<file path="src/rtl/imm_narrow_unit_if.sv">
// Valid/ready bus between the ALU result side and the immediate-field packer.
// The narrowing unit takes the slave view; the producer/consumer take master.
interface imm_narrow_unit_if #(
  parameter int IN_W  = 32,
  parameter int OUT_W = 12
);
  logic             in_valid;
  logic             in_ready;
  logic [IN_W-1:0]  in_data;
  logic             in_signed;
  logic             out_valid;
  logic             out_ready;
  logic [OUT_W-1:0] out_data;
  logic             out_fit;

  modport master (
    output in_valid, in_data, in_signed, out_ready,
    input  in_ready, out_valid, out_data, out_fit
  );

  modport slave (
    input  in_valid, in_data, in_signed, out_ready,
    output in_ready, out_valid, out_data, out_fit
  );
endinterface

</file>
<file path="src/rtl/imm_narrow_unit.sv">
// Narrows register words to immediate fields, flags whether zero/sign extension
// recovers the word, and counts non-recoverable words; 2-entry output buffer.
module imm_narrow_unit #(
  parameter int IN_W  = 32,
  parameter int OUT_W = 12,
  parameter int CNT_W = 16
) (
  input  logic             clk,
  input  logic             rst_n,
  imm_narrow_unit_if.slave bus,
  input  logic             clr_cnt,
  output logic [CNT_W-1:0] ovf_cnt
);

  typedef enum logic [1:0] {
    ST_EMPTY = 2'd0,
    ST_ONE   = 2'd1,
    ST_TWO   = 2'd2
  } state_t;

  localparam logic [CNT_W-1:0] CNT_MAX = {CNT_W{1'b1}};
  localparam logic [CNT_W-1:0] CNT_ONE = {{(CNT_W-1){1'b0}}, 1'b1};

  // Signed fit needs the field's own sign bit to match every discarded bit.
  function automatic logic fit_f(input logic [IN_W-1:0] d, input logic sgn);
    logic r;
    if (sgn) begin
      r = (&d[IN_W-1:OUT_W-1]) | ~(|d[IN_W-1:OUT_W-1]);
    end else begin
      r = ~(|d[IN_W-1:OUT_W]);
    end
    return r;
  endfunction

  state_t             state_r;
  state_t             state_nxt_s;
  logic               in_ready_r;
  logic               out_valid_r;
  logic [OUT_W-1:0]   head_data_r;
  logic               head_fit_r;
  logic [OUT_W-1:0]   tail_data_r;
  logic               tail_fit_r;
  logic [CNT_W-1:0]   ovf_cnt_r;
  logic [CNT_W-1:0]   cnt_nxt_s;
  logic               accept_s;
  logic               pop_s;
  logic               new_fit_s;
  logic               load_head_s;
  logic               load_tail_s;
  logic               shift_s;

  assign accept_s  = bus.in_valid & in_ready_r;
  assign pop_s     = out_valid_r & bus.out_ready;
  assign new_fit_s = fit_f(bus.in_data, bus.in_signed);

  // Buffer next-state and entry load/shift decode.
  always_comb begin
    state_nxt_s = state_r;
    load_head_s = 1'b0;
    load_tail_s = 1'b0;
    shift_s     = 1'b0;
    case (state_r)
      ST_EMPTY: begin
        if (accept_s) begin
          state_nxt_s = ST_ONE;
          load_head_s = 1'b1;
        end else begin
          state_nxt_s = ST_EMPTY;
        end
      end
      ST_ONE: begin
        if (accept_s && !pop_s) begin
          state_nxt_s = ST_TWO;
          load_tail_s = 1'b1;
        end else if (accept_s && pop_s) begin
          state_nxt_s = ST_ONE;
          load_head_s = 1'b1;
        end else if (pop_s) begin
          state_nxt_s = ST_EMPTY;
        end else begin
          state_nxt_s = ST_ONE;
        end
      end
      ST_TWO: begin
        if (pop_s) begin
          state_nxt_s = ST_ONE;
          shift_s     = 1'b1;
        end else begin
          state_nxt_s = ST_TWO;
        end
      end
      default: begin
        state_nxt_s = ST_EMPTY;
      end
    endcase
  end

  // State register with handshake flags registered alongside it.
  always_ff @(posedge clk or negedge rst_n) begin
    if (!rst_n) begin
      state_r     <= ST_EMPTY;
      in_ready_r  <= 1'b1;
      out_valid_r <= 1'b0;
    end else begin
      state_r     <= state_nxt_s;
      in_ready_r  <= (state_nxt_s != ST_TWO);
      out_valid_r <= (state_nxt_s != ST_EMPTY);
    end
  end

  // Head entry; holds its last value when the buffer drains.
  always_ff @(posedge clk or negedge rst_n) begin
    if (!rst_n) begin
      head_data_r <= {OUT_W{1'b0}};
      head_fit_r  <= 1'b0;
    end else if (load_head_s) begin
      head_data_r <= bus.in_data[OUT_W-1:0];
      head_fit_r  <= new_fit_s;
    end else if (shift_s) begin
      head_data_r <= tail_data_r;
      head_fit_r  <= tail_fit_r;
    end else begin
      head_data_r <= head_data_r;
      head_fit_r  <= head_fit_r;
    end
  end

  // Second entry, only written when the head is occupied and not leaving.
  always_ff @(posedge clk or negedge rst_n) begin
    if (!rst_n) begin
      tail_data_r <= {OUT_W{1'b0}};
      tail_fit_r  <= 1'b0;
    end else if (load_tail_s) begin
      tail_data_r <= bus.in_data[OUT_W-1:0];
      tail_fit_r  <= new_fit_s;
    end else begin
      tail_data_r <= tail_data_r;
      tail_fit_r  <= tail_fit_r;
    end
  end

  // Overflow counter next value; clear wins over a same-cycle increment.
  always_comb begin
    cnt_nxt_s = ovf_cnt_r;
    if (clr_cnt) begin
      cnt_nxt_s = {CNT_W{1'b0}};
    end else if (accept_s && !new_fit_s && (ovf_cnt_r != CNT_MAX)) begin
      cnt_nxt_s = ovf_cnt_r + CNT_ONE;
    end else begin
      cnt_nxt_s = ovf_cnt_r;
    end
  end

  // Overflow counter register.
  always_ff @(posedge clk or negedge rst_n) begin
    if (!rst_n) begin
      ovf_cnt_r <= {CNT_W{1'b0}};
    end else begin
      ovf_cnt_r <= cnt_nxt_s;
    end
  end

  assign bus.in_ready  = in_ready_r;
  assign bus.out_valid = out_valid_r;
  assign bus.out_data  = head_data_r;
  assign bus.out_fit   = head_fit_r;
  assign ovf_cnt       = ovf_cnt_r;

endmodule

</file>
<file path="src/flat_wrapper.sv">
// flat-port wrapper written by rule: the top's interface ports become plain ports
module imm_narrow_unit_flat 
#(
  parameter int IN_W  = 32,
  parameter int OUT_W = 12,
  parameter int CNT_W = 16
)
  (clk, rst_n, clr_cnt, ovf_cnt, bus_in_valid, bus_in_data, bus_in_signed, bus_out_ready, bus_in_ready, bus_out_valid, bus_out_data, bus_out_fit);
  imm_narrow_unit_if #(.IN_W(IN_W), .OUT_W(OUT_W)) bus_i ();
  input  logic clk;
  input  logic rst_n;
  input  logic clr_cnt;
  output logic [CNT_W-1:0] ovf_cnt;
  input wire logic [$bits(bus_i.in_valid)-1:0] bus_in_valid;
  input wire logic [$bits(bus_i.in_data)-1:0] bus_in_data;
  input wire logic [$bits(bus_i.in_signed)-1:0] bus_in_signed;
  input wire logic [$bits(bus_i.out_ready)-1:0] bus_out_ready;
  output wire logic [$bits(bus_i.in_ready)-1:0] bus_in_ready;
  output wire logic [$bits(bus_i.out_valid)-1:0] bus_out_valid;
  output wire logic [$bits(bus_i.out_data)-1:0] bus_out_data;
  output wire logic [$bits(bus_i.out_fit)-1:0] bus_out_fit;
  assign bus_i.in_valid = bus_in_valid;
  assign bus_i.in_data = bus_in_data;
  assign bus_i.in_signed = bus_in_signed;
  assign bus_i.out_ready = bus_out_ready;
  assign bus_in_ready = bus_i.in_ready;
  assign bus_out_valid = bus_i.out_valid;
  assign bus_out_data = bus_i.out_data;
  assign bus_out_fit = bus_i.out_fit;
  imm_narrow_unit #(.IN_W(IN_W), .OUT_W(OUT_W), .CNT_W(CNT_W)) u_core (.clk(clk), .rst_n(rst_n), .bus(bus_i), .clr_cnt(clr_cnt), .ovf_cnt(ovf_cnt));
endmodule
</file>
<file path="config.mk">
export PLATFORM = sky130hd
export DESIGN_NAME = imm_narrow_unit_flat
export DESIGN_NICKNAME = d
export VERILOG_FILES = /design/src/rtl/imm_narrow_unit_if.sv /design/src/rtl/imm_narrow_unit.sv /design/src/flat_wrapper.sv
export SDC_FILE = /design/constraint.sdc
export NUM_CORES = 1
export LEC_CHECK = 0
export CORE_MARGIN = 2
export CORE_UTILIZATION = 45
export DETAILED_ROUTE_END_ITERATION = 10
export PLACE_DENSITY = 0.86
export SLEW_MARGIN = 20
export SYNTH_ARGS = -nofsm -noshare
export SYNTH_HDL_FRONTEND = slang
export SYNTH_SLANG_ARGS = --single-unit
</file>
<file path="constraint.sdc">
create_clock -name clk -period 2.7 [get_ports clk]
set_input_delay 0.81 -clock clk [delete_from_list [all_inputs] [get_ports clk]]
set_output_delay 0.81 -clock clk [all_outputs]
set_load 0.01 [all_outputs]
</file>
==> impl_metrics.json <==
{
  "number_of_max_capacitance_violations_reported": 0,
  "rows": 26,
  "pin_slew_with_the_least_headroom_to_its_limit_ps": 767,
  "crit_path_max_incr_delay_ps": 560,
  "initial_cell_density_of_the_core_pct": 46.1,
  "rr_worst_depth": 6,
  "worstPathCellList": "clkdlybuf4s50_1 > nand4_1 > or4_4 > o31ai_4 > buf_4 > nor4b_1 > mux2_4",
  "power.net_switching_mw": 0.755,
  "cellLeakagePower_nw": 1.38,
  "final.period_utilization_pct": 94.3,
  "fill_cells": 429,
  "holdPathStages": 1,
  "drt-total-wl_microns": 5400,
  "timing.hold.worst.class": "reg2reg",
  "track_usage_pct": 19.8,
  "fin_area_sq_um": 3270,
  "synth_area_leaders": "sky130_fd_sc_hd__dfrtp_1 48%, sky130_fd_sc_hd__mux2_2 5.8%, sky130_fd_sc_hd__a22o_1 4.5%",
  "timing.hold.worst.start": "u_core.bus.out_data[3]$_DFFE_PN0P_",
  "vdd.ir_drop.worst_mv": 0.472,
  "hold-path-endpoint": "u_core.bus.out_data[3]$_DFFE_PN0P_",
  "finClkSkew_ps": 7.34,
  "avgViaCountPerCell": 5.56,
  "dr.first_iter.drc_count": 125,
  "worst_ep_arrival_time_ps": 2730,
  "worst_r2r_startpoint": "u_core.ovf_cnt[3]$_DFFE_PN0P_",
  "cts-resized-gates": 0,
  "die_w_microns": 76.1,
  "type_of_the_setup_path_with_the_least_slack": "in2reg",
  "comb_power_share_pct": 37.8,
  "crit_fanout": 6,
  "fp.dieH_microns": 76.1,
  "drt_pre_antenna_iters": 4,
  "vias_in_the_first_global_route": 2088,
  "synth-async-reset-ratio_pct": 100,
  "dpl_cell_area_sq_um": 3160,
  "intPower_mw": 1.75,
  "postSynthAreaPerCell_sq_um": 10.8,
  "finish.net_count": 338,
  "sequential_power_share_pct": 41.8,
  "timing.slew.headroom_pct": 48.7,
  "ys_seq_area_share_pct": 49.3,
  "tritoncts": "built",
  "netlist_area_sq_um": 2340,
  "worst_case_clock_buffer_depth": 2,
  "io_buffers": 68,
  "number_of_hold_buffers_added_after_cts": 0,
  "vias": 2046,
  "drt.antenna.violating_nets": 0,
  "postSynthNetCount": 258,
  "multiInputGateArea_sq_um": 1120,
  "worstSkewPairLatency_ps": 300,
  "root_buffer": "sky130_fd_sc_hd__clkbuf_8",
  "synth.top_cells.by_count": "45 x sky130_fd_sc_hd__dfrtp_1, 15 x sky130_fd_sc_hd__nor2_1, 14 x sky130_fd_sc_hd__nand2_1",
  "number_of_antenna_violations_at_the_first_check_in_global_routing": 0,
  "flip_flop_and_latch_count_after_synthesis": 46,
  "wire_length_of_the_first_global_routing_pass_microns": 9370,
  "min_period_ps": 2550,
  "power_density_nw_per_um2": 766,
  "timing_hold_violations_final": 0,
  "slowest_stage": "sky130_fd_sc_hd__or4_4",
  "regArea_sq_um": 1150,
  "worstSetupEndpointType": "flop",
  "dp_hpwl_microns": 4030,
  "cts_inserted_buffers": 5,
  "r2r_end": "u_core.ovf_cnt[4]$_DFFE_PN0P_",
  "ys_types": 32,
  "yosysMostFrequentCell": "sky130_fd_sc_hd__dfrtp_1",
  "yosys_most_used_dff": "sky130_fd_sc_hd__dfrtp_1",
  "status": "complete, no violations",
  "design.core.area_sq_um": 5070,
  "syn_to_layout_area_delta_pct": 39.8,
  "gp_congestion": 0.921,
  "tns_ps": 0,
  "synthesis.yosys.warnings": 0,
  "critPathRequiredTime_ps": 2880,
  "switching_share_pct": 30.2,
  "post_synth_edffs": 0,
  "synthCells": 217,
  "route.detailed.wl_per_inst_microns": 14.7,
  "grt_remaining_overflow": 0,
  "layout-drive-gt1-share_pct": 15.1,
  "finalSetupViolations": 0,
  "synthDominantAreaCellType": "sky130_fd_sc_hd__dfrtp_1",
  "io_pins": 69,
  "rsz_0062_raised_after_global_routing": "false",
  "pin_count_of_the_biggest_net_entering_global_routing": 47,
  "die-area_sq_um": 5790,
  "max_freq_mhz": 393,
  "cts.sinks": 46,
  "power_frac_clock_pct": 20.4,
  "critPathLaunchType": "input port",
  "synthDominantCellAreaShare_pct": 48.2,
  "setup.reg_to_reg.worst_slack_ps": 590,
  "post-cts-setup-buffer-count": 0,
  "route.detailed.drc": 0,
  "drv_slew": 0,
  "cts_htree_levels": 2,
  "clkTransAtPathRegs_ps": 90,
  "antenna-diode-count": 0
}
==> through the flow <==
step	total power [mW]	setup WS, ps	util [%]	cells	hold WS (ps)
global route	2.67	60.1	64.4	368	510
global placement	1.97	-133	62.2	360	458
detailed placement	2.02	-175	62.2	360	469
floorplan	1.57	306	-	217	451
finish	2.50	154	64.4	368	481
CTS	2.53	145	64.4	368	488
==> layout by cell type, fill, tap and decap left out, drive strengths merged, types with 2 or more instances in the layout <==
cell and instances:
nor4b 2, nand2b 4, nor2 16, buf 15, ha 3, clkbuf 6
a22o 12, a21o 12, clkdlybuf4s50 67, or3 3, a21oi 11, nand4 10
o21ai 4, nand2 14, nand3 6, mux2i 2, nor4 9, or4 11
mux2 18, o31ai 9, dfrtp 45, nor2b 8, inv 5
==> worst max-delay path by stage <==
stage / cells past startpoint / slack, ps / endpoint / from
after global routing: 8 / 60 / u_core.ovf_cnt[5]$_DFFE_PN0P_ / bus_in_data[31]
after detailed placement: 8 / -170 / u_core.ovf_cnt[5]$_DFFE_PN0P_ / bus_in_data[27]
after CTS: 8 / 150 / u_core.ovf_cnt[5]$_DFFE_PN0P_ / bus_in_data[27]
final: 7 / 150 / u_core.ovf_cnt[4]$_DFFE_PN0P_ / bus_in_data[27]
after global placement: 7 / -130 / u_core.ovf_cnt[14]$_DFFE_PN0P_ / bus_in_data[27]
after floorplan: 6 / 310 / u_core.ovf_cnt[14]$_DFFE_PN0P_ / bus_in_data[27]
==> final cells by class <==
class	instances	share of cell area (%)
clock buffer	6	2.22
clock inverter	2	1.15
inverter	5	0.574
multi-input combinational	157	34.2
sequential	46	35.3
tap	70	2.68
timing repair buffer	82	23.9
==> per-layer routing <==
| layer | vias up | global-route usage (%) | wire, microns |
|---|---|---|---|
| met2 | 64 | 33.7 | 2790 |
| li1 | 977 | - | - |
| met1 | 996 | 24.7 | 2260 |
| met5 | - | 0 | 0 |
| met3 | 9 | 4.38 | 256 |
| met4 | 0 | 7.82 | 102 |
==> flip-flops by register name, indices dropped and copies added, names as in the netlist <==
name,flops
u_core.ovf_cnt,16
u_core.state_r,2
u_core.bus.out_valid,1
u_core.bus.out_data,12
u_core.tail_data_r,12
u_core.bus.out_fit,1
u_core.tail_fit_r,1
u_core.bus.in_ready,1
==> logic make-up after synthesis <==
kind of cell	count (synthesis)	synth area share, %
and+or+nand+nor	84	20.0
AOI/OAI and AO/OA	50	15.7
DFF	46	49.3
muxes	20	10.5
buffers and inverters	14	2.89
adders and majority gates	3	1.61
==> power groups by stage <==
stage | Sequential [mW] | Clock, mW | Combinational (mW)
detailed placement | 1.06 | 0 | 0.958
finish | 1.05 | 0.510 | 0.946
CTS | 1.05 | 0.518 | 0.961
floorplan | 1.09 | 0 | 0.475
global placement | 1.05 | 0 | 0.922
global route | 1.07 | 0.554 | 1.04
==> critical path, delay by kind of cell <==
| kind | cells | cell delay (ps) |
|---|---|---|
| simple gates | 3 | 720 |
| buf+inv | 2 | 650 |
| mux | 1 | 300 |
| compound gates | 1 | 240 |
No activity file was read; power rests on OpenSTA's default activity.
